--- src/rtl/lcd_spi_tx_pkg.sv ---
// Shared types and frame-size helper for the LCD SPI write serializer.
// No logic; latency and backpressure are defined by the users of these types.
package lcd_spi_tx_pkg;

    typedef enum logic [2:0] {
        ST_IDLE  = 3'd0,
        ST_SHIFT = 3'd1,
        ST_STALL = 3'd2,
        ST_HOLD  = 3'd3,
        ST_GAP   = 3'd4
    } state_t;

    // 3-wire frames carry D/C in-band as one extra leading bit
    function automatic int frame_bits(input int word_width, input int three_wire);
        return word_width + ((three_wire != 0) ? 1 : 0);
    endfunction

endpackage

--- src/rtl/lcd_spi_tx_if.sv ---
// Upstream packet stream {dc, last, word} into the LCD SPI serializer.
// Plain valid/ready: a transfer happens on any cycle with in_valid & in_ready.
interface lcd_spi_tx_if #(
    parameter int WORD_WIDTH = 8
);
    logic                  in_valid;
    logic                  in_ready;
    logic [WORD_WIDTH-1:0] in_data;
    logic                  in_dc;
    logic                  in_last;

    modport master (output in_valid, output in_data, output in_dc, output in_last, input in_ready);
    modport slave  (input in_valid, input in_data, input in_dc, input in_last, output in_ready);
endinterface

--- src/rtl/lcd_spi_tx_clkgen.sv ---
// Half-period divider producing registered sck plus strobes on the last cycle of each phase.
// Latency: strobes are combinational from the count; sck toggles on the clock after a strobe.
// Backpressure: none; the FSM runs it with en and forces sck low with sck_en=0.
module lcd_spi_tx_clkgen #(
    parameter int CLK_DIV = 1
) (
    input  logic clk,
    input  logic rst,
    input  logic en,
    input  logic sck_en,
    output logic sck,
    output logic rise_stb,
    output logic fall_stb
);
    localparam int             DW       = $clog2(CLK_DIV + 1);
    localparam logic [DW-1:0]  DIV_TERM = DW'(CLK_DIV - 1);

    logic [DW-1:0] div_cnt;
    logic          term;

    assign term     = en && (div_cnt == DIV_TERM);
    assign rise_stb = term && !sck;
    assign fall_stb = term && sck;

    always_ff @(posedge clk or negedge rst) begin
        if (!rst) begin
            div_cnt <= '0;
            sck     <= 1'b0;
        end else begin
            if (!en || term) begin
                div_cnt <= '0;
            end else begin
                div_cnt <= div_cnt + 1'b1;
            end
            if (!sck_en) begin
                sck <= 1'b0;
            end else if (term) begin
                sck <= !sck;
            end
        end
    end
endmodule

--- src/rtl/lcd_spi_tx.sv ---
// SPI mode-0 write serializer for ST7789-class panels: {dc,last,word} packets to sck/sda/cs_n/dc.
// Latency: cs_n falls and the first bit appears the cycle after acceptance; frame = BITS*2*CLK_DIV cycles.
// Backpressure: in_ready only in IDLE, STALL and the final cycle of a non-last frame.
module lcd_spi_tx
    import lcd_spi_tx_pkg::*;
#(
    parameter int WORD_WIDTH = 8,
    parameter int CLK_DIV    = 1,
    parameter int MSB_FIRST  = 1,
    parameter int THREE_WIRE = 0,
    parameter int CS_GAP     = 2
) (
    input  logic               clk,
    input  logic               rst,
    lcd_spi_tx_if.slave        in_if,
    output logic               busy,
    output logic               sck,
    output logic               sda,
    output logic               cs_n,
    output logic               dc
);
    localparam int            BITS     = frame_bits(WORD_WIDTH, THREE_WIRE);
    localparam int            BW       = $clog2(BITS + 1);
    localparam logic [BW-1:0] LAST_BIT = BW'(BITS - 1);
    // The first IDLE cycle also has cs_n high, so GAP itself is one cycle shorter than CS_GAP
    localparam int            GAP_CYC  = CS_GAP - 1;
    localparam int            GW       = $clog2(CS_GAP + 1);
    localparam logic [GW-1:0] GAP_TERM = GW'(GAP_CYC - 1);

    state_t                state_q, state_d;
    logic                  armed;
    logic [BITS-1:0]       frame;
    logic [BITS-1:0]       shreg;
    logic [WORD_WIDTH-1:0] word_ord;
    logic [BW-1:0]         bit_cnt;
    logic [GW-1:0]         gap_cnt;
    logic                  last_q;
    logic                  xfer;
    logic                  frame_end;
    logic                  clk_en;
    logic                  sck_en;
    logic                  rise_stb;
    logic                  fall_stb;

    always_comb begin
        word_ord = in_if.in_data;
        if (MSB_FIRST == 0) begin
            for (int i = 0; i < WORD_WIDTH; i++) begin
                word_ord[i] = in_if.in_data[WORD_WIDTH-1-i];
            end
        end
    end

    generate
        if (THREE_WIRE != 0) begin : g_three_wire
            assign frame = {in_if.in_dc, word_ord};
        end else begin : g_four_wire
            assign frame = word_ord;
        end
    endgenerate

    assign clk_en    = (state_q == ST_SHIFT) || (state_q == ST_HOLD);
    assign sck_en    = (state_q == ST_SHIFT);
    assign frame_end = (state_q == ST_SHIFT) && fall_stb && (bit_cnt == LAST_BIT);

    assign in_if.in_ready = ((state_q == ST_IDLE) && armed) || (state_q == ST_STALL) ||
                            (frame_end && !last_q);
    assign xfer = in_if.in_valid && in_if.in_ready;
    assign busy = (state_q != ST_IDLE);

    lcd_spi_tx_clkgen #(.CLK_DIV(CLK_DIV)) u_clkgen (
        .clk      (clk),
        .rst      (rst),
        .en       (clk_en),
        .sck_en   (sck_en),
        .sck      (sck),
        .rise_stb (rise_stb),
        .fall_stb (fall_stb)
    );

    always_comb begin
        state_d = state_q;
        case (state_q)
            ST_IDLE:  if (xfer) state_d = ST_SHIFT;
            ST_SHIFT: begin
                if (frame_end) begin
                    if (xfer)        state_d = ST_SHIFT;
                    else if (last_q) state_d = ST_HOLD;
                    else             state_d = ST_STALL;
                end
            end
            ST_STALL: if (xfer) state_d = ST_SHIFT;
            ST_HOLD:  if (rise_stb) state_d = (GAP_CYC > 0) ? ST_GAP : ST_IDLE;
            ST_GAP:   if (gap_cnt == GAP_TERM) state_d = ST_IDLE;
            default:  state_d = ST_IDLE;
        endcase
    end

    always_ff @(posedge clk or negedge rst) begin
        if (!rst) begin
            state_q <= ST_IDLE;
            armed   <= 1'b0;
            shreg   <= '0;
            bit_cnt <= '0;
            gap_cnt <= '0;
            last_q  <= 1'b0;
            sda     <= 1'b0;
            cs_n    <= 1'b1;
            dc      <= 1'b0;
        end else begin
            state_q <= state_d;
            armed   <= 1'b1;
            cs_n    <= !(state_d inside {ST_SHIFT, ST_STALL, ST_HOLD});
            if (xfer) begin
                shreg   <= frame << 1;
                sda     <= frame[BITS-1];
                bit_cnt <= '0;
                last_q  <= in_if.in_last;
                dc      <= (THREE_WIRE != 0) ? 1'b0 : in_if.in_dc;
            end else if ((state_q == ST_SHIFT) && fall_stb && !frame_end) begin
                sda     <= shreg[BITS-1];
                shreg   <= shreg << 1;
                bit_cnt <= bit_cnt + 1'b1;
            end
            if (state_d == ST_IDLE) begin
                dc <= 1'b0;
            end
            gap_cnt <= (state_q == ST_GAP) ? gap_cnt + 1'b1 : '0;
        end
    end
endmodule

--- src/flat_wrapper.sv ---
// flat-port wrapper written by rule: the top's interface ports become plain ports
module lcd_spi_tx_flat import lcd_spi_tx_pkg::*;
#(
    parameter int WORD_WIDTH = 8,
    parameter int CLK_DIV    = 1,
    parameter int MSB_FIRST  = 1,
    parameter int THREE_WIRE = 0,
    parameter int CS_GAP     = 2
)
  (clk, rst, busy, sck, sda, cs_n, dc, in_if_in_valid, in_if_in_data, in_if_in_dc, in_if_in_last, in_if_in_ready);
  lcd_spi_tx_if #(.WORD_WIDTH(WORD_WIDTH)) in_if_i ();
  input  logic clk;
  input  logic rst;
  output logic busy;
  output logic sck;
  output logic sda;
  output logic cs_n;
  output logic dc;
  input wire logic [$bits(in_if_i.in_valid)-1:0] in_if_in_valid;
  input wire logic [$bits(in_if_i.in_data)-1:0] in_if_in_data;
  input wire logic [$bits(in_if_i.in_dc)-1:0] in_if_in_dc;
  input wire logic [$bits(in_if_i.in_last)-1:0] in_if_in_last;
  output wire logic [$bits(in_if_i.in_ready)-1:0] in_if_in_ready;
  assign in_if_i.in_valid = in_if_in_valid;
  assign in_if_i.in_data = in_if_in_data;
  assign in_if_i.in_dc = in_if_in_dc;
  assign in_if_i.in_last = in_if_in_last;
  assign in_if_in_ready = in_if_i.in_ready;
  lcd_spi_tx #(.WORD_WIDTH(WORD_WIDTH), .CLK_DIV(CLK_DIV), .MSB_FIRST(MSB_FIRST), .THREE_WIRE(THREE_WIRE), .CS_GAP(CS_GAP)) u_core (.clk(clk), .rst(rst), .in_if(in_if_i), .busy(busy), .sck(sck), .sda(sda), .cs_n(cs_n), .dc(dc));
endmodule
--- config.mk ---
export PLATFORM = sky130hd
export DESIGN_NAME = lcd_spi_tx_flat
export DESIGN_NICKNAME = d
export VERILOG_FILES = /design/src/rtl/lcd_spi_tx_pkg.sv /design/src/rtl/lcd_spi_tx_if.sv /design/src/rtl/lcd_spi_tx_clkgen.sv /design/src/rtl/lcd_spi_tx.sv /design/src/flat_wrapper.sv
export SDC_FILE = /design/constraint.sdc
export NUM_CORES = 1
export LEC_CHECK = 0
export CORE_UTILIZATION = 28
export CTS_CLUSTER_SIZE = 12
export DETAILED_ROUTE_END_ITERATION = 6
export HOLD_SLACK_MARGIN = 0.12
export RECOVER_POWER = 100
export SLEW_MARGIN = 20
export SYNTH_ARGS = -nofsm -noshare
export SYNTH_HDL_FRONTEND = slang
export SYNTH_SLANG_ARGS = --single-unit
--- constraint.sdc ---
create_clock -name clk -period 2.35 [get_ports clk]
set_input_delay 0.47 -clock clk [delete_from_list [all_inputs] [get_ports clk]]
set_output_delay 0.47 -clock clk [all_outputs]
set_load 0.02 [all_outputs]
* Word-level counts from Yosys, hierarchy flattened
Cells that the tools add are included.
W data, S select, Z words.
** Cells by class
- Shift-type cells :: 0
- Div/mod/pow operators :: 0
- Equality and inequality tests :: 9
- Magnitude comparators :: 0
- Multipliers :: 0
- Reduce and logical (&&, ||, !) cells :: 26
- Muxes and demuxes :: 19
- Bitwise logic cells :: 1
- Add/subtract/negate cells :: 3
** Operators with widths (count)
- $mux W8 :: 2
- $mux W3 :: 5
- $eq A3 B2 Y1 const B :: 4
- $pmux W3 S4 :: 1
- $logic_and A1 B1 Y1 :: 9
- $mux W1 :: 8
- $mux W4 :: 2
- $eq A3 B1 Y1 const B :: 2
- $logic_not A3 Y1 :: 2
- $reduce_bool A3 Y1 :: 2
- $logic_not A1 Y1 :: 5
- $add A4 B1 Y4 const B :: 1
- $eq A4 B3 Y1 const B :: 1
- $logic_or A1 B1 Y1 :: 4
- $reduce_bool A2 Y1 :: 2
- $eq A3 B3 Y1 const B :: 1
- $add A2 B1 Y2 const B :: 1
- $logic_not A2 Y1 :: 1
- $mux W2 :: 1
- $ne A2 B1 Y1 const B :: 1
- $reduce_or A2 Y1 :: 1
- $add A1 B1 Y1 const B :: 1
- $not A1 Y1 :: 1
** Word-level totals
- Output and inout port bits :: 6
- Memories kept :: 0
- Bits in read-only memories :: 0
- Bits in latches :: 0
- Bits of input ports :: 13
- Memory bits (writable) :: 0
- Register bits after elaboration :: 24

* Logic depth before layout (Yosys ltp)
Gate-level depths: netlist (run 1).
- Depth after elaboration :: 15
- Gate-level depth with buffers :: 6
- Depth with buffers taken out :: 5

* By module
A second synthesis (run 1) with hierarchy kept.
** Second synthesis, totals
- Cells, all modules :: 103
- Area, all modules :: 1159.9 um^2
** Modules (own cells, without submodules)
- lcd_spi_tx :: cells each 94, area each 1058.5 um^2, times used 1, sequential area each 526.8 um^2
- lcd_spi_tx_clkgen :: cells each 9, area each 101.3 um^2, times used 1, sequential area each 50.0 um^2

* Worst setup path before layout (run 1)
OpenSTA, ideal clock, no wires.
- Kind :: register to register
- Start point :: register u_core.bit_cnt[0]
- End point :: register u_core.shreg[6]
- Stages on the path, launching flop included :: 6
- Required time :: 2.225 ns
- Path buffers :: 0
- Library setup time :: 0.125 ns
- Arrival :: 1.736 ns
- Setup slack :: 0.489 ns
- Cells stage by stage :: dfrtp_1 -> ha_1 -> and3b_1 -> nor3_4 -> mux2_4 -> mux2_2
** On the way
- Word-level cells in the longest chain between the ends :: 6
** Ends and longest elaborated chain
- start: declaration :: RTL line lcd_spi_tx.sv:35 : logic [BW-1:0] bit_cnt;
- start signal: assignment :: RTL line lcd_spi_tx.sv:123 : bit_cnt <= bit_cnt + 1'b1;
- $eq A4 B3 Y1 (*) :: RTL line lcd_spi_tx.sv:64 : assign frame_end = (state_q == ST_SHIFT) && fall_stb && (bit_cnt == LAST_BIT);
- $logic_and A1 B1 Y1 (*) :: RTL line lcd_spi_tx.sv:64
- $logic_and A1 B1 Y1 :: RTL line lcd_spi_tx.sv:67 : (frame_end && !last_q);
- $logic_or A1 B1 Y1 :: RTL line lcd_spi_tx.sv:66 : assign in_if.in_ready = ((state_q == ST_IDLE) && armed) || (state_q == ST_STALL) ||
- $logic_and A1 B1 Y1 :: RTL line lcd_spi_tx.sv:68 : assign xfer = in_if.in_valid && in_if.in_ready;
- $mux W8 or $reduce_bool A2 Y1 (tied branches)
- end signal: assignment :: RTL line lcd_spi_tx.sv:115 : shreg <= frame << 1;
- end signal: assignment :: RTL line lcd_spi_tx.sv:122 : shreg <= shreg << 1;
- end: declaration :: RTL line lcd_spi_tx.sv:33 : logic [BITS-1:0] shreg;
Every way passes the cells marked *; elsewhere a longest branch is shown, timed or not.
A chain may end at the register's enable or synchronous reset.

* Worst setup path after layout (run 1)
- Start point :: register u_core.state_q[0]
- End point :: output port busy
** On the way
- Word-level cells in the longest chain between the ends :: 1
** Ends and longest elaborated chain
- start: declaration :: RTL line lcd_spi_tx.sv:30 : state_t state_q, state_d;
- start signal: assignment :: RTL line lcd_spi_tx.sv:111 : state_q <= state_d;
- $reduce_bool A3 Y1 :: RTL line lcd_spi_tx.sv:69 : assign busy = (state_q != ST_IDLE);
- end: declaration :: RTL line flat_wrapper.sv:14 : output logic busy;
Every way passes these cells.

==> flow_summary.json, run 1 <==
{
  "worst-endpoint-required_ns": 1.88,
  "clock_power_share_pct": 14.5,
  "status": "finished, final reports clean",
  "dp_hpwl_um": 1713,
  "combPwrFrac_pct": 46.3,
  "finalMaxSlewViolations": 0,
  "syn_avg_cell_area_um2": 11.22,
  "yosysWarnings": 0,
  "synth-compound-area-share_pct": 14.07,
  "fillCellCount": 373,
  "die_h_um": 66.26,
  "yosysTopAreaCell": "dfrtp_1",
  "fmax_mhz": 450.1,
  "ff2ff_path_depth": 6,
  "p_int_uw": 1064,
  "seqPwrFrac_pct": 39.2,
  "grt_pass1_wl_um": 4064,
  "syn_to_final_growth_pct": 25.32,
  "synth-simple-area-share_pct": 20.78,
  "synth_top_family_by_area": "simple AND/OR/NAND/NOR gates",
  "first_iter_violations": 48,
  "io_pins": 19,
  "postSynth.asyncResetShare_pct": 100.0,
  "clock_sinks": 23,
  "relSlewSlack_pct": 16.65,
  "ys.flop_type": "dfrtp_1",
  "clockBufferDepth": 2,
  "switching_share_pct": 35.85,
  "postRouteAntennaNets": 0,
  "layout_setup_ws_ns": 0.1281,
  "clk_latency_ns": 0.26,
  "cts.htree.levels": 1,
  "critPathKind": "register to output pin",
  "dieArea_mm2": 0.004390,
  "gp_congestion": 0.7675,
  "synth.area.mux_share_pct": 6.385,
  "power.leakage_uw": 0.0006201,
  "antenna_found_initial": 0,
  "remaining_drc_errors": 0,
  "coreArea_mm2": 0.003799,
  "vias": 867,
  "final-setup-viol-count": 0,
  "grtUsageTotal_pct": 12.30,
  "place_inst": 170,
  "antenna_cells": 0,
  "synth_area_mm2": 0.001156,
  "nets": 143,
  "instances_no_fill": 175,
  "root_buffer": "clkbuf_8",
  "finalSetupTns_ns": 0,
  "synth.distinct_cells": 43,
  "cp-start-kind": "register",
  "layout-drive-gt1-share_pct": 19.69,
  "finalHoldViolCount": 0,
  "fp-row-count": 22,
  "fin_crit_sh_pct": 94.55,
  "clk_pin_slew_ns": 0.08,
  "synth-edff-count": 0,
  "min_path_cells": 1,
  "cts_tree": "done",
  "min_path_type": "register to register",
  "synth.yosys.seq_area_share_pct": 49.89,
  "finalCriticalPeriod_ns": 2.222,
  "skew_ns": 0.002091,
  "port-buffer-count": 18,
  "grt_max_degree": 24,
  "cp.arrival_ns": 1.75,
  "maxCapViolCount": 0,
  "ir_drop_mv": 0.3433,
  "start_util_pct": 30.43,
  "dpl_worst_slack_ns": 0.1105,
  "path_max_fanout": 8,
  "max_slew.worst_pin.slew_ns": 1.250,
  "die_width_um": 66.26,
  "wirelength_um": 2404,
  "cp-end-kind": "output pin",
  "syn_inst": 103,
  "overflow": 0,
  "firstDrtPassIters": 4,
  "p_per_area_mw_per_mm2": 1144,
  "viasPerCell": 4.954,
  "power.switching_uw": 594.4,
  "ys_ff_latch": 23,
  "synthAdderAreaFrac_pct": 2.165,
  "wl_per_cell_um": 13.74,
  "rsz0062_at_grt": "no",
  "synth_top_cells_by_area": "dfrtp_1 48%, a221o_1 4.3%, nor2_1 2.9%, mux2_2 2.9%, and2_2 2.6%",
  "synthXorXnorAreaFrac_pct": 2.273,
  "synth_nets": 118,
  "cts_made_buffers": 3,
  "grt_pass1_vias": 873,
  "synth_top_area_share_pct": 47.62
}
## placed cells by master (no fill, tap or decap), types with 2 or more instances in the layout
cell type         n
ha_1              2
mux2_4            2
and2_2            4
or4b_2            2
inv_1             3
buf_4             6
nor2_1           10
o22ai_1           4
clkdlybuf4s50_1  11
and2_1            2
nand2_1           4
nand4bb_1         2
mux2_2            3
nor4_1            2
xnor2_1           2
conb_1            2
clkbuf_1          3
nand3_1           2
a221o_1           5
clkbuf_8          3
dlygate4sd3_1     6
o21ai_0           3
o31ai_1           2
dfrtp_1          22
## kinds of logic (layout without fill, tap and decap cells)
| group | after synthesis | count (layout) |
|---|---|---|
| adder cells (fa/ha/maj) | 2 | 2 |
| XOR/XNOR | 3 | 3 |
| AND/OR/NAND/NOR | 37 | 37 |
| buffers and inverters | 9 | 33 |
| other | 2 | 2 |
| flip-flops | 23 | 23 |
| AO/OA/AOI/OAI | 21 | 21 |
| multiplexers | 6 | 6 |
## through the flow
stage	total power [uW]	cell area [um^2]	hold WS, ns	utilization (%)
final	1658	1449	0.4427	38.14
after global routing	1784	1449	0.4587	38.14
after CTS	1697	1460	0.4445	38.44
after detailed placement	1451	1416	0.4340	37.29
after global placement	1428	1416	0.4108	37.29
after floorplan	1184	1156	0.1744	-
## flip-flops by register name (all words and copies together) (netlist names)
register / cells
u_core.gap_cnt: 2
u_core.u_clkgen.sck: 1
u_core.last_q: 1
u_core.bit_cnt: 4
u_core.u_clkgen.div_cnt: 1
u_core.state_q: 3
u_core.cs_n: 1
u_core.shreg: 7
u_core.dc: 1
u_core.sda: 1
u_core.armed: 1
## path summary, 6_finish.rpt
check | from | endpoint | slack (ns)
min in group asynchronous | rst | u_core.sda | 0.99
worst max register to register | u_core.bit_cnt[0] | u_core.shreg[2] | 0.26
max in group asynchronous | rst | u_core.shreg[2] | 0.62
worst min register to register | u_core.gap_cnt[0] | u_core.gap_cnt[0] | 0.44
worst max-delay path | u_core.state_q[0] | busy | 0.13
worst min-delay path | u_core.gap_cnt[0] | u_core.gap_cnt[0] | 0.44
## cells in the mapped netlist (3+ instances only)
cell type / count
clkbuf_1: 3
mux2_2: 3
nand2_1: 4
a221o_1: 5
nor2_1: 9
o22ai_1: 4
and2_2: 4
o21ai_0: 3
inv_1: 3
dfrtp_1: 22
## what timing repair did
action                                  4_1_cts  5_1_grt
setup buffers                                 0        1
hold buffers                                  0        0
gates resized for setup                       1        2
endpoints found under the setup margin        1        1
## per-layer routing
layer,wire [um],global-route usage [%],vias up,part of all wire [%]
met1,1110,15.34,415,46
met4,38,4.787,0,1.6
li1,-,-,420,-
met3,128,3.276,4,5.3
met5,0,0,-,0
met2,1126,20.03,28,47
## final cells by class
class | instances | area (um^2) | share of cell area, %
Tap cell | 48 | 60.06 | 4.145
Clock buffer | 4 | 45.04 | 3.109
Timing Repair Buffer | 26 | 227.7 | 15.72
Multi-Input combinational cell | 71 | 528.0 | 36.44
Sequential cell | 23 | 576.8 | 39.81
Inverter | 3 | 11.26 | 0.7772
## worst max-delay path, stage by stage, from the launching register on
cell,delay [ns]
dfrtp_1,0.42
buf_4,0.18
or3_1,0.34
clkdlybuf4s50_1,0.54
## power by group through the flow
stage / Combinational, uW / Clock, uW / Sequential (uW)
after detailed placement: 792 / 0 / 659
after global placement: 777 / 0 / 651
after floorplan: 515 / 0 / 669
after CTS: 792 / 253 / 652
after global routing: 848 / 261 / 675
final: 767 / 240 / 651
No activity file was read; power rests on OpenSTA's default activity.
==> run 2: changes to the inputs <==
- CORE_MARGIN: default -> 5
- SLEW_MARGIN: 20 -> default
==> run 2 against run 1 <==
Against the previous run:
- wire length down 0.62%
- non-clock buffer count shrank 1
- die area increased by 26%
- global-route usage fell by 3.1 points
- sequential power up 0.6%
- register-to-register slack worse by 0.05 ns
- clock power about the same
- clock-buffer cell count did not move
- core utilization fell by 2.2 points
- setup slack gained 0.021 ns
- fmax is 0.96% higher
- flip-flop and latch count stayed put
==> flow_summary.json, run 2 (synthesis results as in run 1) <==
{
  "postRouteAntennaNets": 0,
  "firstDrtPassIters": 4,
  "fmax_mhz": 454.4,
  "viasPerCell": 5.023,
  "gp_congestion": 0.7851,
  "path_max_fanout": 10,
  "die_h_um": 74.26,
  "layout_setup_ws_ns": 0.1491,
  "finalHoldViolCount": 0,
  "finalCriticalPeriod_ns": 2.201,
  "worst-endpoint-required_ns": 2.50,
  "fin_crit_sh_pct": 93.65,
  "dieArea_mm2": 0.005514,
  "final_cell_mix": "22 x dfrtp_1, 11 x clkdlybuf4s50_1, 10 x nor2_1",
  "finalMaxSlewViolations": 0,
  "layout-drive-gt1-share_pct": 17.46,
  "largest_reg_flops": 7,
  "grt-busiest-layer": "met2",
  "placed_area_mm2": 0.001419,
  "clk_latency_ns": 0.26,
  "use_met1_pct": 11.59,
  "relSlewSlack_pct": 52.77,
  "finalSetupTns_ns": 0,
  "clock_sinks": 23,
  "grt_pass1_vias": 897,
  "reg_top3": "u_core.shreg (7), u_core.bit_cnt (4), u_core.state_q (3)",
  "grt_max_degree": 14,
  "min_path_type": "register to register",
  "rsz0062_at_grt": "no",
  "fp-row-count": 23,
  "p_total_uw": 1638,
  "port-buffer-count": 18,
  "wirelength_um": 2389,
  "cts_tree": "done",
  "antenna_found_initial": 0,
  "wl_per_cell_um": 13.57,
  "p_per_area_mw_per_mm2": 1139,
  "first_iter_violations": 44,
  "skew_ns": 0.001741,
  "ir_drop_mv": 0.4765,
  "grt_pass1_wl_um": 3995,
  "io_pins": 19,
  "dp_hpwl_um": 1839,
  "coreArea_mm2": 0.004000,
  "layout_commonest_cell": "dfrtp_1",
  "power.leakage_uw": 0.0006084,
  "critPathKind": "input port to register",
  "clk_pin_slew_ns": 0.08,
  "grt_util_met3_pct": 3.243,
  "slowest_delay_ns": 0.61,
  "critical_path.slowest_cell": "dlygate4sd3_1",
  "remaining_drc_errors": 0,
  "grtUsageTotal_pct": 9.211,
  "syn_to_final_growth_pct": 24.46,
  "clockBufferDepth": 2,
  "met2_usage_pct": 15.75,
  "die_width_um": 74.26,
  "max_slew.worst_pin.slew_ns": 0.7084,
  "regMostFlops": "u_core.shreg",
  "vias": 884,
  "nets": 142,
  "cp-end-kind": "register",
  "cp.arrival_ns": 2.35,
  "final_area_mm2": 0.001439,
  "final-setup-viol-count": 0,
  "maxCapViolCount": 0,
  "antenna_cells": 0,
  "cp-start-kind": "input port",
  "overflow": 0,
  "cts_made_buffers": 3,
  "root_buffer": "clkbuf_8",
  "path_cells": "dlygate4sd3_1, or2b_1, nor2_1, mux2_2",
  "cts.htree.levels": 1,
  "start_util_pct": 28.90,
  "status": "finished, final reports clean",
  "dpl_worst_slack_ns": 0.09234
}
[run 2: changes by cell type in the layout (fill, tap and decap cells not counted), sizes merged]
| cell | before | now |
|---|---|---|
| clkbuf | 7 | 8 |
| buf | 6 | 4 |
[run 2: path summary, 6_finish.rpt]
path                                      to         startpoint  slack [ns]  cells after the start
hold reg to reg            u_core.gap_cnt[0]  u_core.gap_cnt[0]        0.42                      1
min in group asynchronous    u_core.shreg[5]                rst        0.61                      1
max in group asynchronous  u_core.bit_cnt[3]                rst        0.75                      2
hold / removal             u_core.gap_cnt[0]  u_core.gap_cnt[0]        0.42                      1
setup / recovery             u_core.shreg[7]     in_if_in_valid        0.15                      4
setup reg to reg             u_core.shreg[7]  u_core.state_q[2]        0.21                      4
[run 2: power by group]
part / leakage (uW) / total, uW / switching (uW) / internal [uW]
Combinational: 0.000296 / 743 / 363 / 380
Clock: 0.0000228 / 241 / 120 / 121
Sequential: 0.000290 / 655 / 104 / 550
Total: 0.000608 / 1640 / 588 / 1050
[run 2: per-stage QoR]
stage                     util [%]  std cells  hold WS, ns
final                        35.97        176       0.4235
after global routing         35.97        176       0.4579
after detailed placement     35.47        172       0.4184
after floorplan                  -        103       0.1744
after CTS                    36.57        176       0.4293
after global placement       35.47        172       0.4160
[run 2: what timing repair did]
action / 4_1_cts / 5_1_grt
gates resized for setup: 1 / 2
setup buffers: 0 / 0
endpoints found under the setup margin: 1 / 1
hold buffers: 0 / 0
[run 2: area by class of cell]
type                    instances  area (um^2)
clock buffers                   4        45.04
inverters                       3        11.26
well taps                      50        62.56
repair buffers                 25        215.2
fillers                       394         2561
multi-input cells              71        528.0
flip-flops and latches         23        576.8
[run 2: layer usage]
| layer | vias to the layer above | part of all wire [%] |
|---|---|---|
| li1 | 418 | - |
| met5 | - | 0 |
| met1 | 434 | 45 |
| met3 | 2 | 5.7 |
| met2 | 30 | 49 |
| met4 | 0 | 0.33 |
[run 2: critical path, delay by kind of cell]
| family | cells | cell delay (ns) |
|---|---|---|
| simple gates | 2 | 0.85 |
| buf+inv | 1 | 0.61 |
| mux | 1 | 0.41 |
